### config.mk
export PLATFORM = sky130hd
export DESIGN_NAME = rx_dram_wr_arbiter
export DESIGN_NICKNAME = d
export VERILOG_FILES = /design/src/rtl/rx_dram_wr_arbiter.sv
export SDC_FILE = /design/constraint.sdc
export NUM_CORES = 1
export LEC_CHECK = 0
export ABC_AREA = 1
export CAP_MARGIN = 20
export CORE_ASPECT_RATIO = 2
export CORE_UTILIZATION = 45
export DETAILED_ROUTE_END_ITERATION = 10
export PLACE_DENSITY = 0.76
export RECOVER_POWER = 50
export SYNTH_ARGS = -nofsm -noshare
export SYNTH_HDL_FRONTEND = slang
export SYNTH_SLANG_ARGS = --single-unit
### constraint.sdc
create_clock -name DRAM_RD_clk -period 3.1 [get_ports DRAM_RD_clk]
set_clock_uncertainty 0.05 [all_clocks]
set_input_delay 0.465 -clock DRAM_RD_clk [delete_from_list [all_inputs] [get_ports DRAM_RD_clk]]
set_output_delay 0.465 -clock DRAM_RD_clk [all_outputs]
set_load 0.02 [all_outputs]
### src/rtl/rx_dram_wr_arbiter.sv
// Round-robin drain of whole packets from NUM_CH RX FIFOs into one circular DRAM write region.
// Latency: Buffer_Data_Ready rise to first pop 3 edges; pop to DRAM write 2 cycles; 4 idle cycles between packets.
// Backpressure: pops stop in the cycle DRAM_WR_ready drops; up to 2 in-flight words are still written.
module rx_dram_wr_arbiter #(
  parameter int NUM_CH     = 4,
  parameter int PKT_WORDS  = 128,
  parameter int ADDR_WIDTH = 24,
  parameter int TIMEOUT    = 1024
) (
  input  logic                   DRAM_RD_clk,
  input  logic                   rst_n,
  input  logic [NUM_CH-1:0]      Buffer_Data_Ready,
  input  logic [NUM_CH-1:0]      RX_Buffer_empty,
  input  logic [16*NUM_CH-1:0]   Buffer_RD_Data,
  output logic [NUM_CH-1:0]      DRAM_RD_req,
  input  logic                   DRAM_WR_ready,
  output logic                   DRAM_WR_en,
  output logic [ADDR_WIDTH-1:0]  DRAM_WR_addr,
  output logic [15:0]            DRAM_WR_data,
  output logic [2:0]             Grant_Ch,
  output logic                   Pkt_Done,
  output logic                   Header_Err,
  output logic                   Trailer_Err,
  output logic                   Timeout_Err,
  input  logic                   Err_Clr
);

  localparam int                 STALL_W    = $clog2(TIMEOUT + 1);
  localparam logic [8:0]         PKT_N      = 9'(PKT_WORDS);
  localparam logic [8:0]         PKT_LAST   = 9'(PKT_WORDS - 1);
  localparam logic [STALL_W-1:0] STALL_LAST = STALL_W'(TIMEOUT - 1);
  localparam logic [2:0]         LAST_CH    = 3'(NUM_CH - 1);

  typedef enum logic [1:0] {S_IDLE, S_READ, S_DRAIN, S_DONE} state_t;

  state_t                r_state;
  logic [NUM_CH-1:0]     r_sync1;
  logic [NUM_CH-1:0]     r_sync2;
  logic [2:0]            r_last_grant;
  logic [8:0]            r_word_cnt;
  logic [STALL_W-1:0]    r_stall;
  logic                  r_drain;
  logic                  r_pop_d1;
  logic [8:0]            r_idx_d1;
  logic [ADDR_WIDTH-1:0] r_wr_ptr;

  logic [NUM_CH-1:0]     w_ready;
  logic [NUM_CH-1:0]     w_rot;
  logic [2:0]            w_start;
  logic [2:0]            w_off;
  logic [3:0]            w_sum;
  logic [2:0]            w_grant;
  logic                  w_g_empty;
  logic [15:0]           w_q;
  logic                  w_pop;
  logic                  w_hdr_set;
  logic                  w_trl_set;
  logic                  w_to_set;

  // Two-flop synchroniser for the asynchronous packet-ready flags
  always_ff @(posedge DRAM_RD_clk or negedge rst_n) begin
    if (!rst_n) begin
      r_sync1 <= '0;
      r_sync2 <= '0;
    end else begin
      r_sync1 <= Buffer_Data_Ready;
      r_sync2 <= r_sync1;
    end
  end

  assign w_ready = r_sync2 & ~RX_Buffer_empty;

  // Round-robin pick: rotate so the search starts at last_grant+1, take the lowest set bit, rotate back
  always_comb begin
    w_start = (r_last_grant == LAST_CH) ? 3'd0 : r_last_grant + 3'd1;
    w_rot   = NUM_CH'({w_ready, w_ready} >> w_start);
    w_off   = 3'd0;
    for (int i = NUM_CH - 1; i >= 0; i--) begin
      if (w_rot[i]) w_off = 3'(i);
    end
    w_sum   = {1'b0, w_start} + {1'b0, w_off};
    w_grant = (w_sum >= 4'(NUM_CH)) ? 3'(w_sum - 4'(NUM_CH)) : w_sum[2:0];
  end

  // Select empty flag and FIFO q of the granted channel; fan the pop out one-hot
  always_comb begin
    w_g_empty   = 1'b1;
    w_q         = 16'h0000;
    DRAM_RD_req = '0;
    for (int i = 0; i < NUM_CH; i++) begin
      if (Grant_Ch == 3'(i)) begin
        w_g_empty      = RX_Buffer_empty[i];
        w_q            = Buffer_RD_Data[16*i +: 16];
        DRAM_RD_req[i] = w_pop;
      end
    end
  end

  assign w_pop     = (r_state == S_READ) && DRAM_WR_ready && !w_g_empty && (r_word_cnt < PKT_N);
  assign w_hdr_set = r_pop_d1 && (r_idx_d1 == 9'd0) && (w_q != 16'hDEAD);
  assign w_trl_set = r_pop_d1 && (r_idx_d1 == PKT_LAST) && (w_q != 16'hBEEF);
  assign w_to_set  = (r_state == S_READ) && !w_pop && (r_stall == STALL_LAST);

  // Packet FSM: arbitrate, pop a whole packet, let in-flight words land, then pulse done
  always_ff @(posedge DRAM_RD_clk or negedge rst_n) begin
    if (!rst_n) begin
      r_state      <= S_IDLE;
      r_last_grant <= LAST_CH;
      Grant_Ch     <= 3'd0;
      r_word_cnt   <= 9'd0;
      r_stall      <= '0;
      r_drain      <= 1'b0;
      Pkt_Done     <= 1'b0;
    end else begin
      Pkt_Done <= 1'b0;
      case (r_state)
        S_IDLE: begin
          if (|w_ready) begin
            Grant_Ch     <= w_grant;
            r_last_grant <= w_grant;
            r_word_cnt   <= 9'd0;
            r_stall      <= '0;
            r_state      <= S_READ;
          end
        end
        S_READ: begin
          r_drain <= 1'b0;
          if (w_pop) begin
            r_word_cnt <= r_word_cnt + 9'd1;
            r_stall    <= '0;
            if (r_word_cnt == PKT_LAST) r_state <= S_DRAIN;
          end else begin
            r_stall <= r_stall + 1'b1;
            if (w_to_set) r_state <= S_DRAIN;
          end
        end
        S_DRAIN: begin
          r_drain <= 1'b1;
          if (r_drain) begin
            r_state  <= S_DONE;
            Pkt_Done <= 1'b1;
          end
        end
        S_DONE: begin
          r_state <= S_IDLE;
        end
        default: begin
          r_state <= S_IDLE;
        end
      endcase
    end
  end

  // Write pipeline: pop in t, q valid in t+1 and captured, DRAM write driven in t+2
  always_ff @(posedge DRAM_RD_clk or negedge rst_n) begin
    if (!rst_n) begin
      r_pop_d1     <= 1'b0;
      r_idx_d1     <= 9'd0;
      r_wr_ptr     <= '0;
      DRAM_WR_en   <= 1'b0;
      DRAM_WR_data <= 16'h0000;
      DRAM_WR_addr <= '0;
    end else begin
      r_pop_d1   <= w_pop;
      r_idx_d1   <= r_word_cnt;
      DRAM_WR_en <= r_pop_d1;
      if (r_pop_d1) begin
        DRAM_WR_data <= w_q;
        DRAM_WR_addr <= r_wr_ptr;
        r_wr_ptr     <= r_wr_ptr + 1'b1;
      end
    end
  end

  // Sticky framing/timeout flags; a set in the same cycle as Err_Clr wins
  always_ff @(posedge DRAM_RD_clk or negedge rst_n) begin
    if (!rst_n) begin
      Header_Err  <= 1'b0;
      Trailer_Err <= 1'b0;
      Timeout_Err <= 1'b0;
    end else begin
      Header_Err  <= w_hdr_set | (Header_Err  & ~Err_Clr);
      Trailer_Err <= w_trl_set | (Trailer_Err & ~Err_Clr);
      Timeout_Err <= w_to_set  | (Timeout_Err & ~Err_Clr);
    end
  end

endmodule
==> flow_metrics.py, run 1 <==
metrics = {
    "power": {
        "powerDensity_nw_per_um2": 864,
        "p_comb_share_pct": 39.8,
        "p_switching_mw": 2.67,
        "p_leak_nw": 3.82,
        "swShare_pct": 39.3,
        "ir_drop_mv": 0.585,
        "clkPwrFrac_pct": 31.6,
        "power_frac_seq_pct": 28.6,
        "total_power_mw": 6.81,
        "intPower_mw": 4.13,
    },
    "worst_setup_path": {
        "crit_type": "reg2reg",
        "cp-start-kind": "flop",
        "cp_max_fo": 19,
        "slowest_stage": "fa_1",
        "arrival_ps": 2910,
        "worstPathCellList": "inv_2 > buf_4 > a21oi_4 > inv_2 > nand2_1 > o21ai_1 > mux2i_1 > a21boi_1 > ha_1 > inv_1 > fa_1 > inv_1 > nand2_1 > o21ai_0",
        "reg2reg_from": "Grant_Ch[2]",
        "cp.required_ps": 3320,
        "crit_start": "Grant_Ch[2]",
        "cp_slowest_stage_delay_ps": 470,
        "end_kind": "flop",
        "r2r_cells": 14,
    },
    "die": {
        "fp-row-count": 58,
        "die-area_um2": 13500,
        "die_w_um": 82.7,
        "start_util_pct": 46.4,
        "core_area_um2": 12600,
        "die_height_um": 163,
        "io_pins": 128,
    },
    "clocking": {
        "clock_latency_ps": 400,
        "clock-sinks": 115,
        "path_clk_slew_ps": 60,
        "cts_buffer_depth": 2,
        "cts_root_buffer": "clkbuf_16",
        "cts_tree": "done",
        "cts-buffers-inserted": 17,
        "post_cts_buffers": 0,
        "htree_num_levels": 4,
    },
    "hold_path": {
        "worstHoldStart": "r_sync1[0]",
        "hp-class": "reg2reg",
        "whs_path_depth": 0,
    },
    "cells_and_area": {
        "final_cell_area_um2": 7880,
        "fin_cells": 1007,
        "nFillCells": 1093,
        "fin_util_pct": 62.4,
        "drive_above_1_share_pct": 8.40,
        "antenna-diode-count": 0,
        "nNetsFinal": 931,
        "syn2layout_area_growth_pct": 34.5,
    },
    "place": {
        "io_buffers": 127,
        "place_inst": 974,
        "post-place-ws_ps": 313,
        "hpwlAfterDp_mm": 11.4,
        "placed_area_um2": 7230,
        "globalplace.congestion": 0.905,
    },
    "global_route": {
        "grt_pass1_vias": 5134,
        "grt_pass1_wl_mm": 25.1,
        "grt_use_met3_pct": 7.32,
        "grt_use_total_pct": 25.5,
        "antenna_found_initial": 0,
        "grt_max_degree": 108,
        "overflow": 0,
        "grt_util_met2_pct": 45.1,
        "grt.busiest_layer": "met2",
        "use_met1_pct": 24.3,
    },
    "routing": {
        "first_pass_iters": 5,
        "detail_route.wl_per_cell_um": 16.2,
        "routed_via_density": 5.23,
        "drtAntennaViolNets": 0,
        "routed_wl_mm": 16.3,
        "drt-initial-drc-count": 285,
        "routed-via-count": 5263,
        "drt_drc_violations_left": 0,
    },
    "synth": {
        "synthCells": 717,
        "synth_area_leaders": "dfrtp_1 48%, nand2_1 12%, nand3_1 5.5%, nor2_1 5.1%, inv_1 4.5%",
        "synthArstFlopShare_pct": 100,
        "ys.flop_type": "dfrtp_1",
        "synth.distinct_cells": 40,
        "synth_top_cell_area_share_pct": 48.2,
        "yosys_warnings": 0,
        "synth_edf_count": 0,
        "synth_seq_cells": 115,
        "synth_nets": 804,
        "syn_area_um2": 5860,
        "ys_seq_area_share_pct": 49.1,
        "synth_area_per_cell_um2": 8.17,
        "synth_area_leader_cell": "dfrtp_1",
    },
    "sta": {
        "hold_violations": 0,
        "slew_viol_final": 0,
        "rsz0062_at_grt": "false",
        "finalSetupTns_ps": 0,
        "relSlewSlack_pct": 4.85,
        "finalSetupViolations": 0,
        "period_share_pct": 86.7,
        "fin_ws_ps": 412,
        "timing.fmax_ghz": 0.372,
        "period_needed_ps": 2690,
        "max_slew.worst_pin.slew_ps": 1430,
        "holdWs_ps": 292,
    },
    "flow_run": {
        "maxCapViolations": 0,
    },
    "run_status": {
        "status": "complete, no violations",
    },
}
power groups by stage:
stage	clock network (mW)	registers [mW]	logic [mW]
4_1_cts	2.19	1.95	2.67
5_1_grt	2.25	1.98	2.99
3_5_place_dp	0	1.96	2.65
2_1_floorplan	0	2.08	1.59
6_report	2.15	1.95	2.71
3_3_place_gp	0	1.96	2.59
area by class of cell:
class | count | area [um2] | area share (%)
multi-input cells | 495 | 2520 | 31.9
flip-flops and latches | 115 | 2880 | 36.5
clock inverters | 14 | 225 | 2.86
well taps | 150 | 188 | 2.38
inverters | 79 | 297 | 3.76
clock buffers | 18 | 429 | 5.45
repair buffers | 136 | 1350 | 17.1
Yosys cell counts (4+ instances only):
| library cell | count |
|---|---|
| nand2_1 | 182 |
| buf_6 | 4 |
| nor2_2 | 4 |
| buf_2 | 8 |
| o21ai_1 | 6 |
| ha_1 | 10 |
| xor2_1 | 28 |
| nand4_1 | 33 |
| nor2_1 | 79 |
| dfrtp_1 | 113 |
| nand3_1 | 64 |
| clkbuf_1 | 12 |
| o21ai_0 | 41 |
| inv_2 | 8 |
| o21ai_2 | 8 |
| inv_1 | 71 |
| nor3_1 | 11 |
critical path, delay by kind of cell, from the launching register on:
family                     cells  cell delay (ps)
AOI/OAI and AO/OA              4              600
adders and majority gates      2              660
buffers and inverters          5              480
DFF                            1              420
muxes                          1              190
and+or+nand+nor                2              150
final timing paths:
kind,to,slack [ps]
worst min register to register,r_sync2[0],290
min in group asynchronous,r_sync2[0],510
max in group asynchronous,r_wr_ptr[1],620
worst max-delay path,Grant_Ch[1],410
worst min-delay path,r_sync2[0],290
worst max register to register,Grant_Ch[1],410
state kept, by name (all words and copies together) (netlist names), 2 cells and up:
name	flops
r_word_cnt	9
r_sync2	4
r_state	2
r_sync1	4
r_last_grant	2
r_wr_ptr	24
r_idx_d1	9
DRAM_WR_data	16
r_stall	11
DRAM_WR_addr	24
Grant_Ch	3
cell usage in the layout (no fill, tap or decap), types with 4 or more instances in the layout:
master / count
dlygate4sd3_1: 5
o21ai_1: 6
o21ai_0: 41
o21ai_2: 8
clkdlybuf4s50_1: 118
xor2_1: 28
inv_2: 8
clkbuf_16: 17
ha_1: 10
bufinv_16: 5
dlymetal6s2s_1: 4
inv_1: 71
nand2_1: 183
nand3_1: 64
dfrtp_1: 113
inv_6: 4
nand4_1: 33
buf_4: 7
nor2_1: 80
clkinv_4: 4
nor3_1: 12
layer usage:
metal  part of all wire [%]  vias to the layer above
met1                     35                     2435
met2                     53                      202
met4                    4.8                        0
met3                    7.4                       52
met5                      0                        -
li1                       -                     2574
timing repair:
| item | CTS | global route |
|---|---|---|
| hold buffers | 1 | 0 |
| gates resized for setup | 0 | 4 |
| endpoints found under the hold margin | 7 | 0 |
| setup endpoints to repair | 0 | 4 |
kinds of logic after synthesis:
logic type	share of synthesized area (%)
compound gates	6.83
xor+xnor	4.33
fa+ha+maj	2.48
buf+inv	7.73
flops	49.1
mux	0.171
simple gates	29.3
Power figures use the tool's default switching activity.
==> run 2: changes to the inputs <==
CORE_MARGIN = 3   (was unset)
==> run 2 against run 1 <==
  * The run now ends with capacitance limit, slew limit left
  * Clock-buffer cell count did not move
  * Fmax down 8.6%
  * First-iteration DRC count down 21%
  * Register-to-register slack improved by 50 ps
  * Die area is 7.4% higher
  * Sequential power hardly changed
  * Worst setup slack got worse by 250 ps
  * Combinational power about the same
  * Largest cell class unchanged
  * Largest power group unchanged
==> flow_metrics.py, run 2 (synthesis gave the netlist of run 1 again) <==
metrics = {
    "worst_setup_path": {
        "crit_type": "reg2out",
        "end_kind": "primary output",
        "cp.required_ps": 2580,
        "cp-start-kind": "flop",
        "arrival_ps": 2430,
        "cp_max_fo": 7,
        "r2r_cells": 13,
    },
    "die": {
        "fp-row-count": 58,
        "die_w_um": 86.7,
        "start_util_pct": 46.4,
        "core_area_um2": 12600,
        "die-area_um2": 14500,
        "io_pins": 128,
        "die_height_um": 167,
    },
    "clocking": {
        "htree_num_levels": 4,
        "cts_root_buffer": "clkbuf_16",
        "clock-sinks": 115,
        "post_cts_buffers": 0,
        "path_clk_slew_ps": 50,
        "cts-buffers-inserted": 17,
        "clock_latency_ps": 410,
        "cts_tree": "done",
        "cts_buffer_depth": 2,
    },
    "routing": {
        "routed-via-count": 5263,
        "routed_via_density": 5.21,
        "routed_wl_mm": 16.4,
        "drt-initial-drc-count": 225,
        "detail_route.wl_per_cell_um": 16.2,
        "first_pass_iters": 7,
        "drtAntennaViolNets": 0,
        "drt_drc_violations_left": 0,
    },
    "power": {
        "total_power_mw": 6.52,
        "clkPwrFrac_pct": 29.1,
        "ir_drop_mv": 0.507,
        "p_comb_share_pct": 41.2,
        "intPower_mw": 3.85,
        "p_switching_mw": 2.67,
        "p_leak_nw": 3.73,
        "swShare_pct": 40.9,
        "powerDensity_nw_per_um2": 833,
        "power_frac_seq_pct": 29.7,
    },
    "place": {
        "globalplace.congestion": 0.967,
        "hpwlAfterDp_mm": 12.2,
        "io_buffers": 127,
        "post-place-ws_ps": 332,
        "place_inst": 977,
        "placed_area_um2": 7240,
    },
    "cells_and_area": {
        "mostFrequentLayoutCells": "183 x nand2_1, 121 x clkdlybuf4s50_1, 113 x dfrtp_1",
        "reg_top3": "DRAM_WR_addr: 24 flops, r_wr_ptr: 24 flops, DRAM_WR_data: 16 flops",
        "nNetsFinal": 934,
        "fin_util_pct": 62.0,
        "drive_above_1_share_pct": 8.95,
        "antenna-diode-count": 0,
        "final_cell_area_um2": 7830,
        "syn2layout_area_growth_pct": 33.6,
        "final_common_cell": "nand2_1",
        "fin_cells": 1010,
    },
    "global_route": {
        "grt_pass1_vias": 5359,
        "grt_use_total_pct": 23.0,
        "overflow": 0,
        "grt_max_degree": 73,
        "antenna_found_initial": 0,
        "grt_pass1_wl_mm": 25.9,
    },
    "sta": {
        "timing.fmax_ghz": 0.340,
        "period_needed_ps": 2940,
        "finalSetupViolations": 0,
        "finalSetupTns_ps": 0,
        "holdWs_ps": 305,
        "fin_ws_ps": 158,
        "rsz0062_at_grt": "false",
        "hold_violations": 0,
        "relSlewSlack_pct": -72.9,
        "period_share_pct": 94.9,
        "max_slew.worst_pin.slew_ps": 2590,
        "slew_viol_final": 49,
    },
    "hold_path": {
        "hp-class": "reg2reg",
        "whs_path_depth": 0,
    },
    "flow_run": {
        "maxCapViolations": 1,
    },
    "run_status": {
        "violations": "capacitance limit, slew limit",
        "status": "complete, but fails checks",
    },
}
[run 2: cell count changes in the layout (fill, tap and decap cells not counted), sizes merged, moves of 2 or more]
cell	before	now
dlymetal6s2s	4	1
buf	7	9
inv	83	86
clkinvlp	0	4
clkbuf	20	22
clkdlybuf4s50	118	121
bufinv	5	1
clkinv	5	2
[run 2: final cells by class]
class | count | area [um2]
Clock buffer | 18 | 439
Clock inverter | 14 | 141
Fill cell | 1092 | 4800
Inverter | 79 | 297
Multi-Input combinational cell | 495 | 2520
Sequential cell | 115 | 2880
Tap cell | 150 | 188
Timing Repair Buffer | 139 | 1360
[run 2: final timing paths]
check	endpoint	startpoint	slack, ps
setup / recovery	DRAM_RD_req[0]	r_state[1]	160
hold / removal	r_sync2[0]	r_sync1[0]	310
setup reg to reg	Grant_Ch[1]	r_last_grant[0]	460
hold reg to reg	r_sync2[0]	r_sync1[0]	310
max in group asynchronous	DRAM_WR_addr[19]	rst_n	560
min in group asynchronous	DRAM_WR_data[7]	rst_n	800
[run 2: per-layer routing]
layer | vias to the layer above | track usage [%] | part of all wire [%]
li1 | 2581 | - | -
met1 | 2455 | 22.8 | 35
met2 | 177 | 42.1 | 54
met3 | 50 | 5.27 | 5.8
met4 | 0 | 13.5 | 5.0
met5 | - | 0 | 0
[run 2: worst max-delay path, stage by stage, from the launching register on]
cell and delay (ps):
dfrtp_1 390, inv_1 100, ha_1 170, inv_1 100, nor3_1 190, nand2_1 100
o21bai_4 230, nor2_1 120, clkdlybuf4s50_1 620
[run 2: power by group through the flow]
stage | Sequential, mW | Combinational [mW] | Clock [mW]
after global placement | 1.95 | 2.63 | 0
after floorplan | 2.08 | 1.59 | 0
final | 1.94 | 2.68 | 1.90
after global routing | 1.97 | 2.96 | 2.00
after CTS | 1.94 | 2.69 | 1.92
after detailed placement | 1.96 | 2.67 | 0
[run 2: repair_timing]
| action | in CTS | in global routing |
|---|---|---|
| gates resized for setup | 0 | 1 |
| hold buffers | 0 | 0 |
| endpoints found under the setup margin | 0 | 1 |
==> run 3: changes to the inputs <==
CTS_CLUSTER_DIAMETER = 80   (was unset)
==> results of run 3 <==
Same layout as run 2: the final DEF is identical, and so are final timing and power.
